## src/rtl/sort_result_streamer_if.sv

```systemverilog
// ------------------------------------------------------------------------
// sort_result_streamer_if: vector-in / element-out handshake bundle. Rev 1.0
// ------------------------------------------------------------------------
`default_nettype none

interface sort_result_streamer_if #(
  parameter int  WIDTH = 32,
  parameter int  DEPTH = 8,
  localparam int IDXW  = $clog2(DEPTH)
);
  logic             in_valid;
  logic             in_ready;
  logic [WIDTH-1:0] in_data [0:DEPTH-1];
  logic             out_valid;
  logic             out_ready;
  logic [WIDTH-1:0] out_data;
  logic [IDXW-1:0]  out_index;
  logic             out_last;

  modport master (
    output in_valid, in_data, out_ready,
    input  in_ready, out_valid, out_data, out_index, out_last
  );

  modport slave (
    input  in_valid, in_data, out_ready,
    output in_ready, out_valid, out_data, out_index, out_last
  );
endinterface

`default_nettype wire

```

## src/rtl/sort_result_streamer.sv

```systemverilog
// ------------------------------------------------------------------------
// sort_result_streamer: streams a captured sorted vector one element per cycle.
// SORT_STREAM_DOUBLE_BUF_EN adds a hold buffer for zero-bubble streaming. Rev 1.0
// ------------------------------------------------------------------------
`default_nettype none

module sort_result_streamer #(
  parameter int  WIDTH = 32,
  parameter int  DEPTH = 8,
  localparam int IDXW  = $clog2(DEPTH)
) (
  input  logic                  clk,
  input  logic                  rst,
  sort_result_streamer_if.slave s
);

  typedef enum logic [0:0] {
    IDLE   = 1'b0,
    STREAM = 1'b1
  } state_t;

  localparam logic [IDXW-1:0] LAST_IDX = IDXW'(DEPTH - 1);

  state_t           state;
  logic [IDXW-1:0]  idx;
  logic [WIDTH-1:0] sbuf [0:DEPTH-1];
  logic             out_valid_q;

  logic             in_hs;
  logic             out_hs;
  logic             at_last;
  logic             last_hs;

`ifdef SORT_STREAM_DOUBLE_BUF_EN
  logic [WIDTH-1:0] hbuf [0:DEPTH-1];
  logic             hvalid;

  assign s.in_ready = !hvalid;
`else
  logic             in_ready_q;

  assign s.in_ready = in_ready_q;
`endif

  assign in_hs   = s.in_valid && s.in_ready;
  assign out_hs  = out_valid_q && s.out_ready;
  assign at_last = (idx == LAST_IDX);
  assign last_hs = out_hs && at_last;

  always_ff @(posedge clk) begin
    if (rst) begin
      state       <= IDLE;
      idx         <= '0;
      out_valid_q <= 1'b0;
      for (int i = 0; i < DEPTH; i++) sbuf[i] <= '0;
`ifdef SORT_STREAM_DOUBLE_BUF_EN
      hvalid      <= 1'b0;
      for (int i = 0; i < DEPTH; i++) hbuf[i] <= '0;
`else
      in_ready_q  <= 1'b1;
`endif
    end else begin
      case (state)
        IDLE: begin
          if (in_hs) begin
            for (int i = 0; i < DEPTH; i++) sbuf[i] <= s.in_data[i];
            idx         <= '0;
            state       <= STREAM;
            out_valid_q <= 1'b1;
`ifndef SORT_STREAM_DOUBLE_BUF_EN
            in_ready_q  <= 1'b0;
`endif
          end
        end
        STREAM: begin
          if (out_hs && !at_last) idx <= idx + 1'b1;
`ifdef SORT_STREAM_DOUBLE_BUF_EN
          // hvalid=1 forces in_ready=0, so a hold-to-stream swap never races a capture
          if (last_hs) begin
            idx <= '0;
            if (hvalid) begin
              for (int i = 0; i < DEPTH; i++) sbuf[i] <= hbuf[i];
              hvalid <= 1'b0;
            end else if (in_hs) begin
              for (int i = 0; i < DEPTH; i++) sbuf[i] <= s.in_data[i];
            end else begin
              state       <= IDLE;
              out_valid_q <= 1'b0;
            end
          end else if (in_hs) begin
            for (int i = 0; i < DEPTH; i++) hbuf[i] <= s.in_data[i];
            hvalid <= 1'b1;
          end
`else
          if (last_hs) begin
            idx         <= '0;
            state       <= IDLE;
            out_valid_q <= 1'b0;
            in_ready_q  <= 1'b1;
          end
`endif
        end
        default: begin
          state       <= IDLE;
          out_valid_q <= 1'b0;
        end
      endcase
    end
  end

  // Output side is a pure register mux; IDLE shows a stale element under out_valid=0
  assign s.out_valid = out_valid_q;
  assign s.out_data  = sbuf[idx];
  assign s.out_index = idx;
  assign s.out_last  = out_valid_q && at_last;

endmodule

`default_nettype wire

```

## src/flat_wrapper.sv

```systemverilog
// flat-port wrapper written by rule: the top's interface ports become plain ports
module sort_result_streamer_flat 
#(
  parameter int  WIDTH = 32,
  parameter int  DEPTH = 8,
  localparam int IDXW  = $clog2(DEPTH)
)
  (clk, rst, s_in_valid, s_in_data, s_out_ready, s_in_ready, s_out_valid, s_out_data, s_out_index, s_out_last);
  sort_result_streamer_if #(.WIDTH(WIDTH), .DEPTH(DEPTH)) s_i ();
  input  logic clk;
  input  logic rst;
  input wire logic [$bits(s_i.in_valid)-1:0] s_in_valid;
  input wire logic [$bits(s_i.in_data)-1:0] s_in_data;
  input wire logic [$bits(s_i.out_ready)-1:0] s_out_ready;
  output wire logic [$bits(s_i.in_ready)-1:0] s_in_ready;
  output wire logic [$bits(s_i.out_valid)-1:0] s_out_valid;
  output wire logic [$bits(s_i.out_data)-1:0] s_out_data;
  output wire logic [$bits(s_i.out_index)-1:0] s_out_index;
  output wire logic [$bits(s_i.out_last)-1:0] s_out_last;
  assign s_i.in_valid = s_in_valid;
  assign s_i.in_data = {>>{s_in_data}};
  assign s_i.out_ready = s_out_ready;
  assign s_in_ready = s_i.in_ready;
  assign s_out_valid = s_i.out_valid;
  assign s_out_data = s_i.out_data;
  assign s_out_index = s_i.out_index;
  assign s_out_last = s_i.out_last;
  sort_result_streamer #(.WIDTH(WIDTH), .DEPTH(DEPTH)) u_core (.clk(clk), .rst(rst), .s(s_i));
endmodule
```

## config.mk

```make
export PLATFORM = sky130hd
export DESIGN_NAME = sort_result_streamer_flat
export DESIGN_NICKNAME = d
export VERILOG_FILES = /design/src/rtl/sort_result_streamer_if.sv /design/src/rtl/sort_result_streamer.sv /design/src/flat_wrapper.sv
export SDC_FILE = /design/constraint.sdc
export NUM_CORES = 1
export LEC_CHECK = 0
export ABC_CLOCK_PERIOD_IN_PS = 9200
export BUFFER_PORTS_ARGS = -buffer_cell sky130_fd_sc_hd__buf_2
export CAP_MARGIN = 40
export CORE_MARGIN = 10
export CORE_UTILIZATION = 48
export DETAILED_ROUTE_END_ITERATION = 10
export PLACE_DENSITY = 0.73
export SLEW_MARGIN = 20
export SYNTH_ARGS = -nofsm -noshare
export SYNTH_HDL_FRONTEND = slang
export SYNTH_SLANG_ARGS = --single-unit
```

## constraint.sdc

```tcl
create_clock -name clk -period 9.2 [get_ports clk]
set_input_delay 1.38 -clock clk [delete_from_list [all_inputs] [get_ports clk]]
set_output_delay 1.38 -clock clk [all_outputs]
set_load 0.05 [all_outputs]
```

* Word-level counts from Yosys, hierarchy flattened
Memories as Yosys holds them, arrays and structs flattened. A register that Yosys moved wholly into a read port is not among the register bits. Index checks and enable logic that the tools add are counted.
Operators by class: equal/unequal tests 4, shift-type cells 0, reduce and logical (&&, ||, !) cells 8, bitwise operators 9, $mul 0, mux-type cells 28, divide/modulo/power cells 0, magnitude comparators 0, $add $sub $neg 1
Operators by type and width (count):
- 2-to-1 mux 32 bit | 8
- 2-to-1 mux 3 bit | 5
- 2-to-1 mux 1 bit | 11
- OR 1 bit | 8
- one-hot mux 1 bit (2 select lines) | 3
- one-hot mux 3 bit (2 select lines) | 1
- logical AND 1 bit | 5
- AND reduction 2 bit | 2
- adder 3 x 1 -> 3 bit, second input constant | 1
- == test 3 bit, second input constant | 1
- != test 3 bit, second input constant | 1
- != test 2 x 1 -> 1 bit, second input constant | 1
- != test 2 bit, second input constant | 1
- zero test 1 bit | 1
- inverter 1 bit | 1
Storage, ports and cells: bits in read-only memories 0, latch bits 0, output and inout bits 38, bits in writable memories 256, flip-flop bits (word level) 6, memories kept 1, word-level logic and storage cells 55
Memories:
- u_core.sbuf | words 8, bits a word 32, read ports 1, clocked after Yosys merged registers in 1, wr ports 8, line sort_result_streamer.sv:26 | logic [WIDTH-1:0] sbuf [0:DEPTH-1];

* Logic depth before layout (Yosys ltp)
Gate-level depths: netlist of the first run.
depth after elaboration 8, mapped depth 5, mapped depth without buffers 5

* Worst setup path after synthesis of the first run
No wires, ideal clock.
path kind input to register, start in rst, end mem u_core.sbuf[0][0], enable pin, data arrival time 8040 ps, buffers on the path 2, cell stages on the path 3, library setup time 663 ps, path slack 498 ps, cells stage by stage clkbuf_1 clkbuf_1 nand2b_1
RTL lines:
- start, declared | line flat_wrapper.sv:11 | input logic rst;
- end, declared | line sort_result_streamer.sv:26

==> impl_metrics.py, run 1 <==
metrics = {
    "status": {
        "outcome": "finished clean",
    },
    "cells_and_area": {
        "fin_nets": 1244,
        "fill_cells": 1880,
        "area_growth_pct": 23.1,
        "utilization": 0.599,
        "drive_gt1_frac": 0.408,
        "multi_input_area_um2": 3710,
        "seqCellArea_um2": 7870,
    },
    "die": {
        "design.die.area_um2": 31300,
        "fp.dieH_um": 177,
        "ioPinCount": 298,
        "dieWidth_um": 177,
        "start_util": 0.487,
        "core_area_um2": 24200,
        "placementRows": 57,
    },
    "timing": {
        "skew_ns": 0.00686,
        "worstMarginPinSlew_ns": 0.772,
        "tns_ns": 0,
        "rsz0062_at_grt": "false",
        "worst_slack_ns": 4.76,
        "relSlewSlack": 0.485,
        "setup_violations": 0,
        "final-max-slew-violation-count": 0,
        "finalHoldViolCount": 0,
        "fin_crit_sh": 0.482,
        "max_freq_ghz": 0.225,
        "period_needed_ns": 4.44,
    },
    "global_route": {
        "grt_overflow": 0,
        "grt_pass1_vias": 7212,
        "antenna_found_initial": 2,
        "gr-usage-all-layers": 0.166,
        "grt_pass1_wl_um": 40600,
        "grt_max_degree": 104,
    },
    "logic_synthesis": {
        "synth_area_per_cell_um2": 17.2,
        "synth_seq_cells": 265,
        "syn_nets": 950,
        "synthCells": 688,
        "yosysSeqAreaShare": 0.666,
        "syn_area_um2": 11800,
        "yosysWarnings": 0,
        "synth_cell_types": 23,
    },
    "detailed_routing": {
        "drtAntennaViolNets": 0,
        "drc": 0,
        "wl_per_cell_um": 20.2,
        "drt_first_pass_iters": 4,
        "dr_total_vias": 6691,
        "drt_iter0_drc": 423,
        "via_per_inst": 5.04,
        "wirelength_um": 26800,
    },
    "cts": {
        "cts_buffer_depth": 3,
        "ctsResizeCount": 0,
        "clock-sinks": 265,
        "cts_root_buffer": "clkbuf_16",
        "post-cts-setup-buffer-count": 0,
        "numCtsBuffers": 29,
        "cts_tree": "done",
        "htreeDepth": 1,
        "cts_hold_buf": 0,
        "clk_latency_ns": 0.53,
        "path_clk_slew_ns": 0.06,
    },
    "critical_path": {
        "end_kind": "output pin",
        "cp.required_ns": 7.82,
        "cp_max_fo": 36,
        "reg2reg_from": "u_core.state",
        "r2r_cells": 5,
        "worstSetupStartpointType": "flip-flop",
        "worst_ep_arrival_time_ns": 3.06,
        "r2r_end": "u_core.sbuf[4][27]",
        "crit_type": "reg -> out",
        "r2r_slack_ns": 6.49,
    },
    "pwr": {
        "peakVddDrop_mv": 0.124,
        "p_seq_frac": 0.523,
        "pwr-share-clk": 0.375,
        "switchingPower_uw": 624,
        "power_density_nw_per_um2": 194,
        "internal-power_mw": 2.20,
        "p_sw_frac": 0.221,
        "power.leakage_nw": 5.95,
        "p_comb_frac": 0.102,
    },
    "placed_design": {
        "portBuffers": 297,
        "pre_cts_ws_ns": 5.19,
        "gp_congestion": 0.775,
        "dpl.hpwl_um": 19100,
    },
    "run": {
        "maxCapViolCount": 0,
    },
    "worst_hold_path": {
        "holdPathStages": 2,
        "min_path_type": "reg -> reg",
        "hold_start": "u_core.state",
        "hold_end": "u_core.state",
    },
}
==> critical path: stages (launching register included) <==
cell and delay, ns:
dfxtp_4 0.69, buf_4 0.64, mux4_1 0.66, mux2_2 0.29, buf_2 0.22
==> layout by cell type (no fill, tap or decap), types with 3 or more instances in the layout <==
master	n
buf_4	8
nand3_1	7
and2_1	193
mux4_2	24
clkbuf_1	7
buf_12	3
buf_2	297
clkbuf_16	29
mux4_1	40
dfxtp_1	6
edfxtp_1	256
clkinv_1	6
nor2b_1	64
mux2_2	32
a21oi_1	5
clkbuf_8	3
clkinv_2	4
==> Yosys cell counts <==
master | instances | area [um2]
edfxtp_1 | 256 | 7690
and2_1 | 193 | 1210
nor2b_1 | 64 | 400
mux4_1 | 40 | 1050
mux2_2 | 32 | 360
clkbuf_1 | 29 | 109
mux4_2 | 24 | 541
dfxtp_1 | 9 | 180
buf_6 | 7 | 78.8
nand3_1 | 7 | 35.0
buf_2 | 6 | 30.0
a21oi_1 | 5 | 25.0
buf_1 | 3 | 11.3
buf_4 | 2 | 15.0
ha_1 | 2 | 25.0
nand2b_1 | 2 | 12.5
a221o_1 | 1 | 10.0
and3_1 | 1 | 6.26
inv_1 | 1 | 3.75
nand2_1 | 1 | 3.75
nand3b_1 | 1 | 7.51
nor2_1 | 1 | 3.75
o21ai_0 | 1 | 5.00
==> metrics by stage <==
stage                     total power [mW]  instances  cell area [um2]  hold slack, ns
after floorplan                       1.70        688            11800           0.453
after global placement                1.78       1270            13500           0.467
after global routing                  2.93       1326            14500           0.520
after detailed placement              1.79       1275            13700           0.478
after CTS                             2.85       1326            14500           0.485
final                                 2.82       1328            14500           0.482
==> metal layers <==
metal / vias to the layer above / global-route usage / wire (um)
met5: - / 0 / 0
met4: 0 / 0.0347 / 456
met3: 38 / 0.0574 / 2360
met2: 253 / 0.268 / 12800
met1: 3218 / 0.213 / 11200
li1: 3182 / - / -
==> logic make-up (layout without fill, tap and decap cells) <==
group / after synthesis / count (layout) / share of synthesized area
simple gates: 270 / 270 / 0.142
mux: 96 / 96 / 0.165
fa+ha+maj: 2 / 2 / 0.00212
flops: 265 / 265 / 0.666
compound gates: 7 / 7 / 0.00339
other cells: 0 / 2 / 0
buf+inv: 48 / 362 / 0.0210
==> sequential cells by signal, indices dropped and copies added, names as in the netlist, named ones only <==
| name | flops |
|---|---|
| u_core.s.out_index | 3 |
| u_core.s.in_ready | 1 |
| u_core.state | 1 |
| u_core.sbuf | 256 |
| u_core.s.out_valid | 1 |
==> final cells by class <==
class | count | share of cell area
clock inverters | 12 | 0.00560
multi-input cells | 375 | 0.255
flip-flops and latches | 265 | 0.542
clock buffers | 39 | 0.0546
diodes | 2 | 0.000344
repair buffers | 310 | 0.114
inverters | 1 | 0.000258
well taps | 324 | 0.0279
==> how the worst max path moves through the flow <==
stage	startpoint	endpoint	slack, ns	cells after the start
after CTS	flip-flop	s_out_data[18]	4.68	4
after global routing	flip-flop	s_out_data[9]	4.58	4
after floorplan	rst	u_core.sbuf[0][0]	0.50	3
final	flip-flop	s_out_data[9]	4.76	4
after detailed placement	rst	u_core.sbuf[0][8]	5.19	6
after global placement	rst	u_core.sbuf[4][24]	4.72	4
==> power groups by stage <==
stage	logic, mW	clock network, mW	registers [mW]
finish	0.287	1.06	1.48
global route	0.310	1.13	1.49
global placement	0.281	0	1.50
CTS	0.292	1.08	1.48
floorplan	0.178	0	1.52
detailed placement	0.291	0	1.50
(Power assumes the default switching activity.)
==> run 2: changes to the inputs <==
--- a/config.mk
+++ b/config.mk
@@ -5,7 +5,7 @@
 export SDC_FILE = /design/constraint.sdc
 export NUM_CORES = 1
 export LEC_CHECK = 0
-export ABC_CLOCK_PERIOD_IN_PS = 9200
+export ABC_CLOCK_PERIOD_IN_PS = 3560
 export BUFFER_PORTS_ARGS = -buffer_cell sky130_fd_sc_hd__buf_2
 export CAP_MARGIN = 40
 export CORE_MARGIN = 10
==> constraint.sdc (replaced) <==
create_clock -name clk -period 3.56 [get_ports clk]
set_input_delay 0.534 -clock clk [delete_from_list [all_inputs] [get_ports clk]]
set_output_delay 0.534 -clock clk [all_outputs]
set_load 0.05 [all_outputs]
==> run 2 against run 1 <==
Clock skew down 0.0015 ns. Cell count is 0.30% lower. Sequential share of layout area increased by 0.24 points. Wire length increased by 1.2%. Largest cell class unchanged. Largest power group unchanged. Highest routed layer is now met5.
==> impl_metrics.py, run 2 (synthesis gave the netlist of run 1 again) <==
metrics = {
    "pwr": {
        "p_sw_frac": 0.222,
        "p_seq_frac": 0.528,
        "internal-power_mw": 5.62,
        "switchingPower_mw": 1.61,
        "power_density_nw_per_um2": 500,
        "p_comb_frac": 0.102,
        "peakVddDrop_mv": 0.289,
        "pwr-share-clk": 0.369,
        "power.leakage_nw": 5.91,
    },
    "global_route": {
        "antenna_found_initial": 1,
        "grt_max_degree": 104,
        "grt_overflow": 0,
        "grt_pass1_wl_um": 41100,
        "gr-usage-all-layers": 0.167,
        "grt_pass1_vias": 7452,
    },
    "critical_path": {
        "crit_type": "reg -> out",
        "end_kind": "output pin",
        "worstSetupStartpointType": "flip-flop",
        "cp_cell_sequence": "buf_4, mux4_1, mux2_2, buf_2",
        "cp.required_ns": 3.03,
        "critPathMaxStageDelay_ns": 0.60,
        "worst_ep_arrival_time_ns": 2.55,
        "cp_max_fo": 19,
        "cpMaxStageDelayCell": "mux4_1",
    },
    "status": {
        "outcome": "finished clean",
    },
    "cts": {
        "post-cts-setup-buffer-count": 0,
        "ctsResizeCount": 0,
        "cts_tree": "done",
        "path_clk_slew_ns": 0.06,
        "numCtsBuffers": 28,
        "htreeDepth": 1,
        "cts_root_buffer": "clkbuf_16",
        "cts_hold_buf": 0,
        "clk_latency_ns": 0.52,
        "cts_buffer_depth": 3,
        "clock-sinks": 265,
    },
    "placed_design": {
        "placed_cells": 1273,
        "dpl.hpwl_um": 19200,
        "gp_congestion": 0.778,
        "portBuffers": 297,
        "dpl-instance-area_um2": 13600,
    },
    "die": {
        "design.die.area_um2": 31300,
        "start_util": 0.487,
        "ioPinCount": 298,
        "fp.dieH_um": 177,
        "core_area_um2": 24200,
        "placementRows": 57,
        "dieWidth_um": 177,
    },
    "cells_and_area": {
        "fin_cells": 1324,
        "antenna_cells": 0,
        "area_growth_pct": 22.5,
        "fin_nets": 1241,
        "largest_reg_flops": 256,
        "stdcell_area_um2": 14500,
        "regMostFlops": "u_core.sbuf",
        "layout_common_cells": "buf_2, edfxtp_1, and2_1",
        "layout_commonest_cell": "buf_2",
        "drive_gt1_frac": 0.401,
    },
    "detailed_routing": {
        "wl_per_cell_um": 20.5,
        "via_per_inst": 5.14,
        "wirelength_um": 27100,
        "drc": 0,
        "drtAntennaViolNets": 0,
        "drt_iter0_drc": 437,
        "dr_total_vias": 6811,
        "drt_first_pass_iters": 5,
    },
    "timing": {
        "period_needed_ns": 3.09,
        "final-max-slew-violation-count": 0,
        "relSlewSlack": 0.489,
        "setup_violations": 0,
        "finalHoldViolCount": 0,
        "skew_ns": 0.00535,
        "tns_ns": 0,
        "rsz0062_at_grt": "false",
        "max_freq_ghz": 0.324,
        "fin_crit_sh": 0.867,
        "worstMarginPinSlew_ns": 0.767,
    },
    "run": {
        "maxCapViolCount": 0,
    },
    "worst_hold_path": {
        "min_path_type": "in -> reg",
    },
}
run 2: changes by cell type in the layout (fill, tap and decap cells not counted):
cell      delta
buf_12       +1
buf_16       -1
buf_4        -2
clkbuf_1     +6
clkbuf_8     -3
clkinv_2     -2
clkinv_4     -1
diode_2      -2
run 2: through the flow:
stage                     total power, mW  hold WS, ns  utilization  setup slack [ns]
after floorplan                      4.33        0.453            -             0.186
after global placement               4.61        0.465        0.561             0.999
after detailed placement             4.64        0.482        0.562             0.990
after CTS                            7.31        0.253        0.597             0.411
after global routing                 7.49        0.270        0.597             0.324
final                                7.23        0.281        0.597             0.474
run 2: power groups by stage:
| stage | clock network [mW] | logic, mW | registers, mW |
|---|---|---|---|
| floorplan | 0 | 0.461 | 3.87 |
| global placement | 0 | 0.736 | 3.88 |
| detailed placement | 0 | 0.749 | 3.89 |
| CTS | 2.74 | 0.753 | 3.82 |
| global route | 2.84 | 0.800 | 3.84 |
| finish | 2.67 | 0.741 | 3.82 |
run 2: final timing paths:
| kind | start | endpoint | slack (ns) | cells after the start |
|---|---|---|---|---|
| max reg2reg | u_core.state | u_core.sbuf[3][2] | 1.30 | 3 |
| min | s_in_data[110] | u_core.sbuf[4][14] | 0.28 | 2 |
| max | flip-flop | s_out_data[13] | 0.47 | 4 |
| min reg2reg | u_core.state | u_core.state | 0.49 | 2 |
run 2: final cells by class:
| type | instances | area [um2] |
|---|---|---|
| Clock inverter | 9 | 62.6 |
| Multi-Input combinational cell | 375 | 3710 |
| Clock buffer | 42 | 774 |
| Tap cell | 324 | 405 |
| Fill cell | 1882 | 9780 |
| Inverter | 1 | 3.75 |
| Sequential cell | 265 | 7870 |
| Timing Repair Buffer | 308 | 1640 |
run 2: routing by layer:
layer | vias to the layer above | global-route usage | part of all wire
met5 | - | 0 | 0.00026
met1 | 3340 | 0.218 | 0.42
met4 | 2 | 0.0403 | 0.019
li1 | 3174 | - | -
met2 | 257 | 0.273 | 0.48
met3 | 38 | 0.0489 | 0.082
run 2: worst max-delay path: cells and delay by family, from the launching register on:
| family | cells | cell delay, ns |
|---|---|---|
| buffers and inverters | 2 | 0.60 |
| multiplexers | 2 | 0.89 |
| flip-flops | 1 | 0.53 |
